==> src/rtl/imm_enc_pkg.sv <==
// imm_enc_pkg: shared types for the immediate encoder.
// Word kinds, FSM states and value classes.
package imm_enc_pkg;

  localparam logic [1:0] KIND_SINGLE = 2'b00;
  localparam logic [1:0] KIND_HI     = 2'b01;
  localparam logic [1:0] KIND_LO     = 2'b10;

  typedef enum logic [1:0] {
    EMPTY,
    ONE,
    HI
  } state_e;

  typedef enum logic [1:0] {
    ZEXT,
    SEXT,
    SPLIT
  } cls_e;

endpackage

==> src/rtl/imm_classify.sv <==
// imm_classify: combinational class of an M-bit constant.
// Ports: value_in (M) -> cls (ZEXT, SEXT or SPLIT).
module imm_classify
  import imm_enc_pkg::*;
#(
  parameter int N = 16,
  parameter int M = 32
) (
  input  logic [M-1:0] value_in,
  output cls_e         cls
);

  logic zext;
  logic sext;

  assign zext = (value_in[M-1:N] == '0);
  assign sext = &value_in[M-1:N-1];

  // ZEXT wins so non-negative values always get U=1.
  always_comb begin
    cls = SPLIT;
    if (zext)      cls = ZEXT;
    else if (sext) cls = SEXT;
  end

endmodule

==> src/rtl/imm_encoder.sv <==
// imm_encoder: narrows M-bit constants into N-bit immediates
// (SINGLE, or HI then LO). Macro IMM_ENC_STATS_EN adds
// split_cnt/single_cnt. Ports: clk, rst, in_valid/in_ready/
// value_in, out_valid/out_ready/imm_out/U/kind/last.
module imm_encoder
  import imm_enc_pkg::*;
#(
  parameter int N = 16,
  parameter int M = 32
) (
  input  logic         clk,
  input  logic         rst,
  input  logic         in_valid,
  output logic         in_ready,
  input  logic [M-1:0] value_in,
  output logic         out_valid,
  input  logic         out_ready,
  output logic [N-1:0] imm_out,
  output logic         U,
  output logic [1:0]   kind,
  output logic         last
`ifdef IMM_ENC_STATS_EN
  ,
  output logic [15:0]  split_cnt,
  output logic [15:0]  single_cnt
`endif
);

  state_e       state_q, state_d;
  logic [N-1:0] imm_q, imm_d;
  logic         u_q, u_d;
  logic [1:0]   kind_q, kind_d;
  logic         last_q, last_d;
  logic [N-1:0] lo_q, lo_d;

  cls_e         cls;
  logic         accept;
  logic [N-1:0] hi_pad;

  imm_classify #(.N(N), .M(M)) u_cls (
    .value_in (value_in),
    .cls      (cls)
  );

  assign in_ready  = (state_q == EMPTY) |
                     ((state_q == ONE) & out_ready);
  assign accept    = in_valid & in_ready;
  assign out_valid = (state_q != EMPTY);
  assign imm_out   = imm_q;
  assign U         = u_q;
  assign kind      = kind_q;
  assign last      = last_q;

  always_comb begin
    hi_pad = '0;
    hi_pad[M-N-1:0] = value_in[M-1:N];
  end

  always_comb begin
    state_d = state_q;
    imm_d   = imm_q;
    u_d     = u_q;
    kind_d  = kind_q;
    last_d  = last_q;
    lo_d    = lo_q;
    unique case (state_q)
      EMPTY, ONE: begin
        if (state_q == ONE && out_ready)
          state_d = EMPTY;
        // A same-cycle accept overrides the drain to EMPTY.
        if (accept) begin
          lo_d  = value_in[N-1:0];
          if (cls == SPLIT) begin
            state_d = HI;
            imm_d   = hi_pad;
            u_d     = 1'b1;
            kind_d  = KIND_HI;
            last_d  = 1'b0;
          end else begin
            state_d = ONE;
            imm_d   = value_in[N-1:0];
            u_d     = (cls == ZEXT);
            kind_d  = KIND_SINGLE;
            last_d  = 1'b1;
          end
        end
      end
      HI: begin
        if (out_ready) begin
          state_d = ONE;
          imm_d   = lo_q;
          u_d     = 1'b1;
          kind_d  = KIND_LO;
          last_d  = 1'b1;
        end
      end
      default: state_d = EMPTY;
    endcase
  end

  always_ff @(posedge clk) begin
    if (rst) begin
      state_q <= EMPTY;
      imm_q   <= '0;
      u_q     <= 1'b0;
      kind_q  <= KIND_SINGLE;
      last_q  <= 1'b0;
      lo_q    <= '0;
    end else begin
      state_q <= state_d;
      imm_q   <= imm_d;
      u_q     <= u_d;
      kind_q  <= kind_d;
      last_q  <= last_d;
      lo_q    <= lo_d;
    end
  end

`ifdef IMM_ENC_STATS_EN
  logic [15:0] split_cnt_q;
  logic [15:0] single_cnt_q;

  always_ff @(posedge clk) begin
    if (rst) begin
      split_cnt_q  <= '0;
      single_cnt_q <= '0;
    end else if (accept) begin
      if (cls == SPLIT) begin
        if (split_cnt_q != 16'hFFFF)
          split_cnt_q <= split_cnt_q + 16'd1;
      end else begin
        if (single_cnt_q != 16'hFFFF)
          single_cnt_q <= single_cnt_q + 16'd1;
      end
    end
  end

  assign split_cnt  = split_cnt_q;
  assign single_cnt = single_cnt_q;
`endif

endmodule
==> config.mk <==
export PLATFORM = sky130hd
export DESIGN_NAME = imm_encoder
export DESIGN_NICKNAME = d
export VERILOG_FILES = /design/src/rtl/imm_enc_pkg.sv /design/src/rtl/imm_classify.sv /design/src/rtl/imm_encoder.sv
export SDC_FILE = /design/constraint.sdc
export NUM_CORES = 1
export LEC_CHECK = 0
export BUFFER_PORTS_ARGS = -buffer_cell sky130_fd_sc_hd__buf_2
export CORE_MARGIN = 4
export CORE_UTILIZATION = 50
export CTS_CLUSTER_DIAMETER = 60
export DETAILED_ROUTE_END_ITERATION = 10
export HOLD_SLACK_MARGIN = 0.15
export PLACE_DENSITY = 0.79
export RECOVER_POWER = 25
export SLEW_MARGIN = 30
export SYNTH_ARGS = -nofsm -noshare
export SYNTH_HDL_FRONTEND = slang
export SYNTH_SLANG_ARGS = --single-unit
==> constraint.sdc <==
create_clock -name clk -period 2 [get_ports clk]
set_input_delay 0.5 -clock clk [delete_from_list [all_inputs] [get_ports clk]]
set_output_delay 0.5 -clock clk [all_outputs]
set_load 0.05 [all_outputs]
# Word level (Yosys, flattened, before mapping)
# Cells that the tools add are included.
[word_totals] word_cells=48 regBits=38 out_inout_bits=22
[op_classes] n_mux=22 reduce_logical=11 bitwise=3 n_eq_ne=6
[ops] operator="two-way mux 16 bit" count=3
[ops] operator="case mux 16 bit (2 select lines)" count=1
[ops] operator="AND reduction 17 bit" count=1
[ops] operator="logical NOT 16 bit" count=1
[ops] operator="two-way mux 2 bit" count=8
[ops] operator="case mux 2 bit (2 select lines)" count=2
[ops] operator="two-way mux 1 bit" count=6
[ops] operator="equality test 2 bit (second input constant)" count=2
[ops] operator="logical NOT 2 bit" count=2
[ops] operator="!= test 2 bit (second input constant)" count=2
[ops] operator="case mux 1 bit (2 select lines)" count=2
[ops] operator="AND reduction 2 bit" count=2
[ops] operator="nonzero test 2 bit" count=2
[ops] operator="!= test 3 bit (second input constant)" count=1
[ops] operator="AND reduction 3 bit" count=1
[ops] operator="AND 1 bit" count=2
[ops] operator="equality test 2 x 1 -> 1 bit (second input constant)" count=1
[ops] operator="OR reduction 2 bit" count=1
[ops] operator="logical AND 1 bit" count=1
[ops] operator="OR 1 bit" count=1

# Logic depth before layout (Yosys ltp)
# Gate-level depths: netlist (run 1).
[depth] depth_word=7 mapped_depth=6 ltp_nobuf=5

# Modules after synthesis
# Synthesis (run 1) repeated with hierarchy kept, for this count alone.
[unflattened] cells_unflattened=223 hier_area_um2=1737.9
[by_module_without_submodules] module="imm_encoder" cells_each=209 area_per_inst_um2=1655.3 seq_area_each_um2=760.7 instances=1
[by_module_without_submodules] module="imm_classify" cells_each=14 area_per_inst_um2=82.6 seq_area_each_um2=0.0 instances=1

# Least setup slack after synthesis (run 1)
# OpenSTA, ideal clock, no wires.
[synth_timing] path_type="input to output" start="input port out_ready" end="output port in_ready" arrival_ps=1199 path_stages=2 n_path_buf=0 setup_slack_ps=301 path_cell_list="nor2b_2 -> nor2_1"
[synth_via] elab_chain_len=2
[synth_rtl] element="start: declaration" line="imm_encoder.sv:17" rtl="input logic out_ready,"
[synth_rtl] element="AND 1 bit" line="imm_encoder.sv:46" rtl="((state_q == ONE) & out_ready);"
[synth_rtl] element="OR 1 bit" line="imm_encoder.sv:45" rtl="assign in_ready = (state_q == EMPTY) |"
[synth_rtl] element="end: declaration" line="imm_encoder.sv:14" rtl="output logic in_ready,"
# No other way between the ends.

# Worst setup path after layout (run 1)
[layout_timing] start="register state_q[1]" end="register imm_q[10] (netlist: imm_out[10])"
[layout_via] elab_chain_len=6
[layout_rtl] element="start: declaration" line="imm_encoder.sv:29" rtl="state_e state_q, state_d;"
[layout_rtl] element="start signal: assignment" line="imm_encoder.sv:110" rtl="state_q <= state_d;"
[layout_rtl] element="equality test 2 x 1 -> 1 bit" line="imm_encoder.sv:46, imm_encoder.sv:66"
[layout_rtl] element="AND 1 bit" line="imm_encoder.sv:46"
[layout_rtl] element="OR 1 bit" line="imm_encoder.sv:45"
[layout_rtl] element="AND 1 bit" line="imm_encoder.sv:47" rtl="assign accept = in_valid & in_ready;"
[layout_rtl] element="!= test 2 bit (no line)"
[layout_rtl] element="AND reduction 3 bit (no line)"
[layout_rtl] element="end signal: assignment" line="imm_encoder.sv:111" rtl="imm_q <= imm_d;"
[layout_rtl] element="end: declaration" line="imm_encoder.sv:30" rtl="logic [N-1:0] imm_q, imm_d;"
# Several ways; a longest one is shown, not always the timed one.
# A chain may end at the register's enable or synchronous reset.

==> metrics.txt, run 1 <==
hold wc startpoint value_in[14]; CP Class register to register; Total GRT Usage 22.90%; P&R area growth vs syn 20.72%; Die Area 0.004651 mm²; Clock Skew 0.008754 ns; root buf cell clkbuf_4; Max VDD drop 537.9 µV; RD Place Congestion just over 0.8; clk slew on worst S/H paths 0.11 ns; Max H-tree Level 2; delay of the slowest cell on the worst path around 0.43 ns; Worst Setup EP imm_out[10]$_SDFFE_PP0P_; Pins Over Slew Limit 0; number of synthesized flops with an enable pin 0; Finished Cell Area 0.002187 mm²; fill cell count 333; register area share after synthesis 41.99%; Post-Syn Area 0.001812 mm²; drt wl/cell around 15 µm; Ports 58; # hold bufs at CTS 0; CP max-delay cell nor2_2; IO buf count 57; Power Density around 780 mW/mm²; largest net degree at the start of global routing 39; Critical Path RT 2.26 ns; Syn Area/Cell 8.161 µm²; reg2reg path depth 5; Crit. Startpoint state_q[1]$_SDFFE_PP0P_; CTS buffer count 5; worst relative slew slack about 48%; Crit Path Max Fanout 22; critical path endpoint category register; Initial DRC Count 159; reg2reg setup slack ~0.24 ns; synth top area cells dfxtp_1 42%, a21oi_1 9.7%, mux2i_1 8.8%, nand2_1 7.5%, and3_1 5.9%; GRT overflow 0; Max Cap Viol 0; DR DRC count 0; Worst R2R End imm_out[10]$_SDFFE_PP0P_; GR Util met1 29.49%; final net count 315; largest area contributor in the netlist dfxtp_1; post-synthesis cell count ~220; DP HPWL 3.563 mm; post-route ant nets 0; Post CTS Setup Buffer Count 0; storage element area 760.7 µm²; vias ~1.9k; total power 1.712 mW; gr busiest metal met2; Chip Width around 68 µm; Cell variety after synth 30; antenna violations before repair 0; Yosys reg bits 38; Worst-Margin Slew 0.7815 ns; status complete, no violations; Setup violations, final 0; CTS Sinks 38; number of global-route vias before repair 1,768; FP Rows 21; area of the multi-input gates slightly below 0.001 mm²; Clock Latency Late Sink 0.33 ns; Core Region 0.003416 mm²; die height 68.20 µm; Inserted Diodes 0; Synth Flop Type dfxtp_1; Worst Hold Class input pin to register; first-pass GRT wire length 8.066 mm; fraction of registers with async set/reset 0%; M2 GR Usage 37.55%; CP Cell Sequence nand2b_1 > nor2_2 > buf_4 > o21ai_0 > o22ai_1; Inst Count DP 318; Total Wirelength 4.996 mm; routing usage on met3 4.433%; layout cells sized above 1 25.71%; Util after Layout 64.03%; final-report hold violation count 0; post_cts resized 0; Data arrival, critical path 2.02 ns; Initial Utilization between 50% and 60%; syn nets around 260; Longest Clk Path Bufs 2; fmax between 500 and 600 MHz; Period Utilization, post-route between 80 and 90%; worst r2r src state_q[1]$_SDFFE_PP0P_; Post-DP Area 0.002138 mm²; CTS tree built; drt first pass iters 4; Final Non-Filler Cells 326; Vias/cell 5.748; Period minus WS final 1.759 ns; crit start category register; post-synth top area share 41.99%; Synth warnings 0; unrepaired setup endpoints after global routing no; Leak roughly 1.0 nW
worst min-delay path by stage:
stage	end	slack, ns	depth (start not counted)
3_3_place_gp	lo_q[7]$_SDFFE_PP0P_	0.44	2
4_1_cts	lo_q[12]$_SDFFE_PP0P_	0.40	3
3_5_place_dp	lo_q[12]$_SDFFE_PP0P_	0.44	2
6_report	lo_q[14]$_SDFFE_PP0P_	0.40	3
5_1_grt	lo_q[1]$_SDFFE_PP0P_	0.40	3
2_1_floorplan	lo_q[0]$_SDFFE_PP0P_	0.43	2
stage by stage:
stage	setup WS, ns	hold WS, ns	TNS (ns)
2_1_floorplan	0.3006	0.4319	0
3_3_place_gp	-0.05168	0.4376	-0.1152
3_5_place_dp	-0.04048	0.4426	-0.08411
4_1_cts	0.2485	0.3960	0
5_1_grt	0.1107	0.3987	0
6_report	0.2411	0.4025	0
power breakdown:
| part | total (mW) | switching (mW) | internal (mW) | leakage, nW |
|---|---|---|---|---|
| sequential | 0.851 | 0.0356 | 0.815 | 0.313 |
| combinational | 0.443 | 0.313 | 0.130 | 0.696 |
| clock | 0.418 | 0.247 | 0.171 | 0.0353 |
| total | 1.71 | 0.596 | 1.12 | 1.04 |
cells in the mapped netlist, types with 2 or more instances:
cell and n:
nand4_1 3, nor4_1 4, nor2_2 2, mux2i_1 16
dfxtp_1 38, buf_2 4, o22ai_1 16, nand2_1 36
and3_1 17, nor2_1 7, clkbuf_1 9, o21ai_0 15
nor3_1 2, nand2b_1 2, or2_2 2, a21oi_1 35
critical path: cells and delay by family (launching register included):
kind                   cells  cell delay [ns]
flip-flops                 1             0.37
buffers and inverters      1             0.34
AND/OR/NAND/NOR            2             0.67
AO/OA/AOI/OAI              2             0.30
final cells by class:
cell class                      count  area share, %
Inverter                            1         0.1716
Timing Repair Buffer               65          15.27
Clock inverter                      1         0.2288
Clock buffer                        7          2.517
Tap cell                           46          2.632
Multi-Input combinational cell    168          44.39
Sequential cell                    38          34.78
kinds of logic after synthesis:
group,Yosys count,share of synthesized area (%)
mux,16,8.840
flops,38,41.99
compound gates,72,22.79
buf+inv,16,4.420
simple gates,80,21.96
routing by layer:
| layer | wire length [µm] | vias up |
|---|---|---|
| met1 | 2184 | 886 |
| li1 | - | 917 |
| met5 | 0 | - |
| met2 | 2436 | 64 |
| met4 | 70 | 0 |
| met3 | 304 | 7 |
flip-flops by register name, indices dropped and copies added (netlist names):
name	flops
state_q	2
lo_q	16
U	1
last	1
kind	2
imm_out	16
cell usage in the layout, fill, tap and decap left out, types with 2 or more instances in the layout:
| cell | netlist | layout |
|---|---|---|
| buf_2 | 4 | 48 |
| nor4_1 | 4 | 4 |
| clkbuf_1 | 9 | 10 |
| o22ai_1 | 16 | 16 |
| clkbuf_4 | 0 | 5 |
| and3_1 | 17 | 17 |
| nand4_1 | 3 | 3 |
| nor3_1 | 2 | 2 |
| o21ai_0 | 15 | 15 |
| dfxtp_1 | 38 | 38 |
| buf_4 | 1 | 8 |
| a21oi_1 | 35 | 35 |
| nor2_1 | 7 | 7 |
| nor2_2 | 2 | 2 |
| nand2_1 | 36 | 36 |
| mux2i_1 | 16 | 16 |
| nand2b_1 | 2 | 2 |
Note: power is estimated with default switching activity, not from simulation.
==> run 2: changes to the inputs <==
==> constraint.sdc (replaced) <==
create_clock -name clk -period 2 [get_ports clk]
set_input_delay 0.2 -clock clk [delete_from_list [all_inputs] [get_ports clk]]
set_output_delay 0.2 -clock clk [all_outputs]
set_load 0.05 [all_outputs]
==> metrics.txt, run 2 (synthesis results as in run 1) <==
Ports 58 (unchanged); # hold bufs at CTS 16 (was 0); Final Non-Filler Cells 342 (was 326); commonest cells after routing, fill and taps aside 42 x buf_2, 38 x dfxtp_1, 36 x nand2_1 (was 48 x buf_2, 38 x dfxtp_1, 36 x nand2_1); Post CTS Setup Buffer Count 0 (unchanged); CTS buffer count 5 (unchanged); Inserted Diodes 0 (unchanged); IO buf count 57 (unchanged); final-report hold violation count 0 (unchanged); Pins Over Slew Limit 0 (unchanged); fmax 546.3 MHz (was 568.6 MHz); unrepaired setup endpoints after global routing no (unchanged); Util after Layout 69.05% (was 64.03%); TNS Setup 0 ns (unchanged); Setup violations, final 0 (unchanged); WL met3 353 µm (was 304 µm); Fin Hold WS 0.1787 ns (was 0.4025 ns); Max H-tree Level 2 (unchanged); largest net degree at the start of global routing 39 (unchanged); fill cell count 306 (was 333); Initial Utilization 53.04% (unchanged); DR DRC count 0 (unchanged); Vias/cell 5.564 (was 5.748); CP max-delay cell a31oi_4 (was nor2_2); Crit Path Max Fanout 17 (was 22); CTS tree built (unchanged); P&R area growth vs syn 30.18% (was 20.72%); crit path buf inv count 2 (was 1); Power Density 768.1 mW/mm² (was 782.9 mW/mm²); top sig layer met4 (unchanged); final net count 331 (was 315); CP Cell Sequence dlygate4sd3_1 > buf_2 > nand2_1 > nor2_1 > a31oi_4 > mux2i_1 > o22ai_1 (was nand2b_1 > nor2_2 > buf_4 > o21ai_0 > o22ai_1); status complete, no violations (unchanged); Clock Latency Late Sink 0.34 ns (was 0.33 ns); CTS Sinks 38 (unchanged); Period minus WS final 1.830 ns (was 1.759 ns); Final WS setup 0.1696 ns (was 0.2411 ns); root buf cell clkbuf_4 (unchanged); worst relative slew slack 49.32% (was 47.90%); layout cells sized above 1 22.97% (was 25.71%); Routed met1 length 2.218 mm (was 2.184 mm); Initial DRC Count 173 (was 159); antenna violations before repair 0 (unchanged); met2 wire length 2.488 mm (was 2.436 mm); CP Class input pin to register (was register to register); drt first pass iters 4 (unchanged); commonest non-fill, non-tap cell in the layout buf_2 (unchanged); vias 1,903 (was 1,874); delay of the slowest cell on the worst path 0.63 ns (was 0.43 ns); drt wl/cell 15.17 µm (was 15.33 µm); FP Rows 21 (unchanged); post-route ant nets 0 (unchanged); clk slew on worst S/H paths 0.11 ns (about the same); DP HPWL 3.432 mm (was 3.563 mm); number of global-route vias before repair 1,851 (was 1,768); Total GRT Usage 24.87% (was 22.90%); critical path endpoint category register (unchanged); RD Place Congestion 0.8061 (was 0.8053); die height 68.20 µm (unchanged); Worst Hold Class input pin to register (unchanged); Critical Path RT 2.22 ns (was 2.26 ns); pre-CTS worst setup slack 0.2621 ns (was -0.04048 ns); post_cts resized 0 (unchanged); Max VDD drop 518.9 µV (was 537.9 µV); Clock Skew 0.006873 ns (was 0.008754 ns); crit start category input pin (was register); Period Utilization, post-route 91.52% (was 87.94%); Chip Width 68.20 µm (unchanged); Longest Clk Path Bufs 2 (unchanged); first-pass GRT wire length 8.583 mm (was 8.066 mm); Total Wirelength 5.187 mm (was 4.996 mm); CP top delay family compound AO/OA/AOI/OAI gates (was simple AND/OR/NAND/NOR gates); Data arrival, critical path 2.05 ns (was 2.02 ns); Leak 1.097 nW (was 1.044 nW); Core Region 0.003416 mm² (unchanged); GRT overflow 0 (unchanged); Worst-Margin Slew 0.7603 ns (was 0.7815 ns); Inst Count DP 318 (unchanged); Max Cap Viol 0 (unchanged); Die Area 0.004651 mm² (unchanged)
==> run 2: layer usage <==
layer  up-vias  global-route usage (%)
met5         -                       0
met4         0                   9.926
met3        13                   5.747
met2        70                   38.99
met1       874                   32.86
li1        946                       -
==> run 2: through the flow <==
step / area [µm²] / total power [mW]
2_1_floorplan: 1812 / 1.164
3_3_place_gp: 2138 / 1.303
3_5_place_dp: 2138 / 1.309
4_1_cts: 2377 / 1.819
5_1_grt: 2359 / 1.904
6_report: 2359 / 1.812
==> run 2: cell type report <==
| cell class | instances | area [µm²] | area share (%) |
|---|---|---|---|
| clock buffers | 8 | 78.83 | 3.342 |
| flip-flops and latches | 38 | 760.7 | 32.25 |
| multi-input cells | 168 | 970.9 | 41.17 |
| inverters | 1 | 3.754 | 0.1592 |
| repair buffers | 81 | 486.7 | 20.64 |
| well taps | 46 | 57.56 | 2.440 |
==> run 2: worst min-delay path: stages <==
cell      delay, ns
buf_2          0.12
nand2b_1       0.11
a21oi_1        0.06
==> run 2: path summary, 6_finish.rpt <==
| kind | from | end | slack (ns) | cells past startpoint |
|---|---|---|---|---|
| hold reg to reg | lo_q[7]$_SDFFE_PP0P_ | lo_q[7]$_SDFFE_PP0P_ | 0.46 | 2 |
| setup / recovery | value_in[15] | imm_out[9]$_SDFFE_PP0P_ | 0.17 | 7 |
| hold / removal | out_ready | state_q[1]$_SDFFE_PP0P_ | 0.18 | 3 |
| setup reg to reg | state_q[1]$_SDFFE_PP0P_ | kind[0]$_SDFFE_PP0P_ | 0.46 | 5 |
==> run 2: where the power goes <==
group	internal, mW	switching, mW	total, mW
logic	0.148	0.317	0.464
registers	0.815	0.0354	0.851
clock network	0.240	0.256	0.496
==> run 3: changes to the inputs <==
- CORE_UTILIZATION: 50 -> 49
- PLACE_DENSITY: 0.79 -> 0.78
- SYNTH_HIERARCHICAL: unset -> 1
==> metrics.txt, run 3 <==
die height 67.56 µm (was 68.20 µm); Ports 58 (unchanged); final net count 336 (was 331); Clock Latency Late Sink 0.35 ns (was 0.34 ns); Initial DRC Count 149 (was 173); clk slew on worst S/H paths 0.13 ns (was 0.11 ns); RD Place Congestion 0.8473 (was 0.8061); Critical Path Most Common Cell a31oi_1; syn nets 259 (was 258); post-synth top area share 43.77% (was 41.99%); Setup violations, final 0 (unchanged); Synth warnings 6 (was 0); post-route ant nets 0 (unchanged); Pins Over Slew Limit 0 (unchanged); Post-Syn Area 0.001738 mm² (was 0.001812 mm²); Power Density 794.9 mW/mm² (was 768.1 mW/mm²); delay of the slowest cell on the worst path 0.64 ns (was 0.63 ns); Initial Utilization 51.27% (was 53.04%); Worst R2R End imm_out[1]$_SDFFE_PP0P_ (was kind[0]$_SDFFE_PP0P_); P&R area growth vs syn 32.83% (was 30.18%); Crit Path Max Fanout 18 (was 17); number of synthesized flops with an enable pin 0 (unchanged); first-pass GRT wire length 8.128 mm (was 8.583 mm); status complete, no violations (unchanged); Fin Hold WS 0.1982 ns (was 0.1787 ns); Total Wirelength 5.059 mm (was 5.187 mm); Worst Setup EP imm_out[2]$_SDFFE_PP0P_ (was imm_out[9]$_SDFFE_PP0P_); Synth Flop Type dfxtp_1 (unchanged); Longest Clk Path Bufs 2 (unchanged); Final Non-Filler Cells 347 (was 342); Total GRT Usage 23.87% (was 24.87%); CTS tree built (unchanged); Post CTS Setup Buffer Count 0 (unchanged); CP top delay family simple AND/OR/NAND/NOR gates (was compound AO/OA/AOI/OAI gates); fill cell count 295 (was 306); top cells by count, synth 68 x nand2_1, 38 x dfxtp_1, 21 x nor2_1, 19 x a21oi_1, 17 x a31oi_1 (was 38 x dfxtp_1, 36 x nand2_1, 35 x a21oi_1, 17 x and3_1); Critical Path RT 2.31 ns (was 2.22 ns); crit path buf inv count 1 (was 2); drt first pass iters 4 (unchanged); drt wl/cell 14.58 µm (was 15.17 µm); # hold bufs at CTS 17 (was 16); fmax 614.4 MHz (was 546.3 MHz); IO buf count 57 (unchanged); count leader, synth nand2_1 (was dfxtp_1); CP Class input pin to register (unchanged); CP max-delay cell nor2b_2 (was a31oi_4); CTS Sinks 38 (unchanged); Max VDD drop 493.5 µV (was 518.9 µV); Leak 1.035 nW (was 1.097 nW); CP Cell Sequence buf_2 > nor4_1 > and4_1 > a31oi_1 > nor2b_2 > nand2_1 > a31oi_1 > a22o_1 (was dlygate4sd3_1 > buf_2 > nand2_1 > nor2_1 > a31oi_4 > mux2i_1 > o22ai_1); FP Rows 21 (unchanged); Crit. Startpoint value_in[23] (was value_in[15]); critical path depth in cells 8 (was 7); Vias/cell 5.415 (was 5.564); antenna violations before repair 0 (unchanged); Period minus WS final 1.628 ns (was 1.830 ns); area of the multi-input gates 893.4 µm² (was 970.9 µm²); Data arrival, critical path 1.93 ns (was 2.05 ns); critical path endpoint category register (unchanged); Die Area 0.004564 mm² (was 0.004651 mm²); Worst Hold Class input pin to register (unchanged); largest net degree at the start of global routing 33 (was 39); Period Utilization, post-route 81.38% (was 91.52%); root buf cell clkbuf_4 (unchanged); DP HPWL 3.460 mm (was 3.432 mm); Syn Area/Cell 7.793 µm² (was 8.161 µm²); reg2reg setup slack 0.58 ns (was 0.46 ns); vias 1,879 (was 1,903); commonest cells after routing, fill and taps aside 68 x nand2_1, 42 x buf_2, 38 x dfxtp_1 (was 42 x buf_2, 38 x dfxtp_1, 36 x nand2_1); crit start category input pin (unchanged); commonest non-fill, non-tap cell in the layout nand2_1 (was buf_2); Clock Skew 0.01792 ns (was 0.006873 ns); GRT overflow 0 (unchanged); Inserted Diodes 0 (unchanged); Yosys reg bits 38 (unchanged); Max Cap Viol 0 (unchanged); storage element area 760.7 µm² (unchanged); synth top area cells dfxtp_1 44%, nand2_1 15%, a22o_1 8.1%, a31oi_1 6.1%, a21oi_1 5.5% (was dfxtp_1 42%, a21oi_1 9.7%, mux2i_1 8.8%, nand2_1 7.5%, and3_1 5.9%); Cell variety after synth 27 (was 30); Chip Width 67.56 µm (was 68.20 µm); Inst Count DP 322 (was 318); largest area contributor in the netlist dfxtp_1 (unchanged); register area share after synthesis 43.77% (was 41.99%); CTS buffer count 5 (unchanged); worst relative slew slack 52.32% (was 49.32%); final-report hold violation count 0 (unchanged); total power 1.835 mW (was 1.812 mW); fraction of registers with async set/reset 0% (unchanged); Max H-tree Level 2 (unchanged); layout cells sized above 1 22.92% (was 22.97%); Core Region 0.003390 mm² (was 0.003416 mm²); number of global-route vias before repair 1,789 (was 1,851); post_cts resized 0 (unchanged); unrepaired setup endpoints after global routing no (unchanged); post-synthesis cell count 223 (was 222); DR DRC count 0 (unchanged); Worst-Margin Slew 0.7120 ns (was 0.7603 ns); reg2reg path depth 5 (unchanged); worst r2r src state_q[0]$_SDFFE_PP0P_ (was state_q[1]$_SDFFE_PP0P_)
## run 3: report_power, final
part	internal, mW	total, mW	switching, mW
Sequential	0.817	0.851	0.0337
Combinational	0.156	0.470	0.315
Clock	0.259	0.514	0.255
Total	1.23	1.83	0.603
## run 3: cells by family after synthesis
kind of cell	Yosys count	share of synthesized area, %
buf+inv	16	4.967
simple gates	113	29.16
flops	38	43.77
compound gates	56	22.10
## run 3: worst min path at each step
stage,from,endpoint,slack [ns],depth (start not counted)
floorplan,rst,U$_SDFFE_PP0P_,0.28,1
global placement,lo_q[1]$_SDFFE_PP0P_,lo_q[1]$_SDFFE_PP0P_,0.44,2
detailed placement,lo_q[10]$_SDFFE_PP0P_,lo_q[10]$_SDFFE_PP0P_,0.45,2
CTS,rst,state_q[0]$_SDFFE_PP0P_,0.19,2
global route,rst,state_q[0]$_SDFFE_PP0P_,0.21,2
finish,rst,state_q[0]$_SDFFE_PP0P_,0.20,2
## run 3: cell type report
type	count	area share (%)
Multi-Input combinational cell	169	38.70
Timing Repair Buffer	84	22.17
Clock inverter	3	1.734
Clock buffer	5	1.626
Sequential cell	38	32.95
Tap cell	46	2.493
Inverter	2	0.3252
## run 3: worst reg2reg max path: stages, from the launching register on
cell	delay, ns
dfxtp_1	0.41
and3b_2	0.28
a21oi_4	0.18
nor2_2	0.04
buf_4	0.20
a22o_1	0.21
## run 3: through the flow
step | utilization, % | TNS [ns] | instance area [µm²] | setup slack, ns
after floorplan | - | 0 | 1738 | 0.4645
after global placement | 61.28 | -2.376 | 2077 | -0.2396
after detailed placement | 61.35 | 0 | 2079 | 0.04644
after CTS | 68.66 | 0 | 2327 | 0.4080
after global routing | 68.11 | 0 | 2308 | 0.2407
final | 68.11 | 0 | 2308 | 0.3724
## run 3: per-layer routing
layer / part of all wire (%) / track usage [%]
met1: 41 / 28.10
met5: 0 / 0
met2: 49 / 38.40
met4: 2.9 / 14.18
met3: 7.7 / 6.656
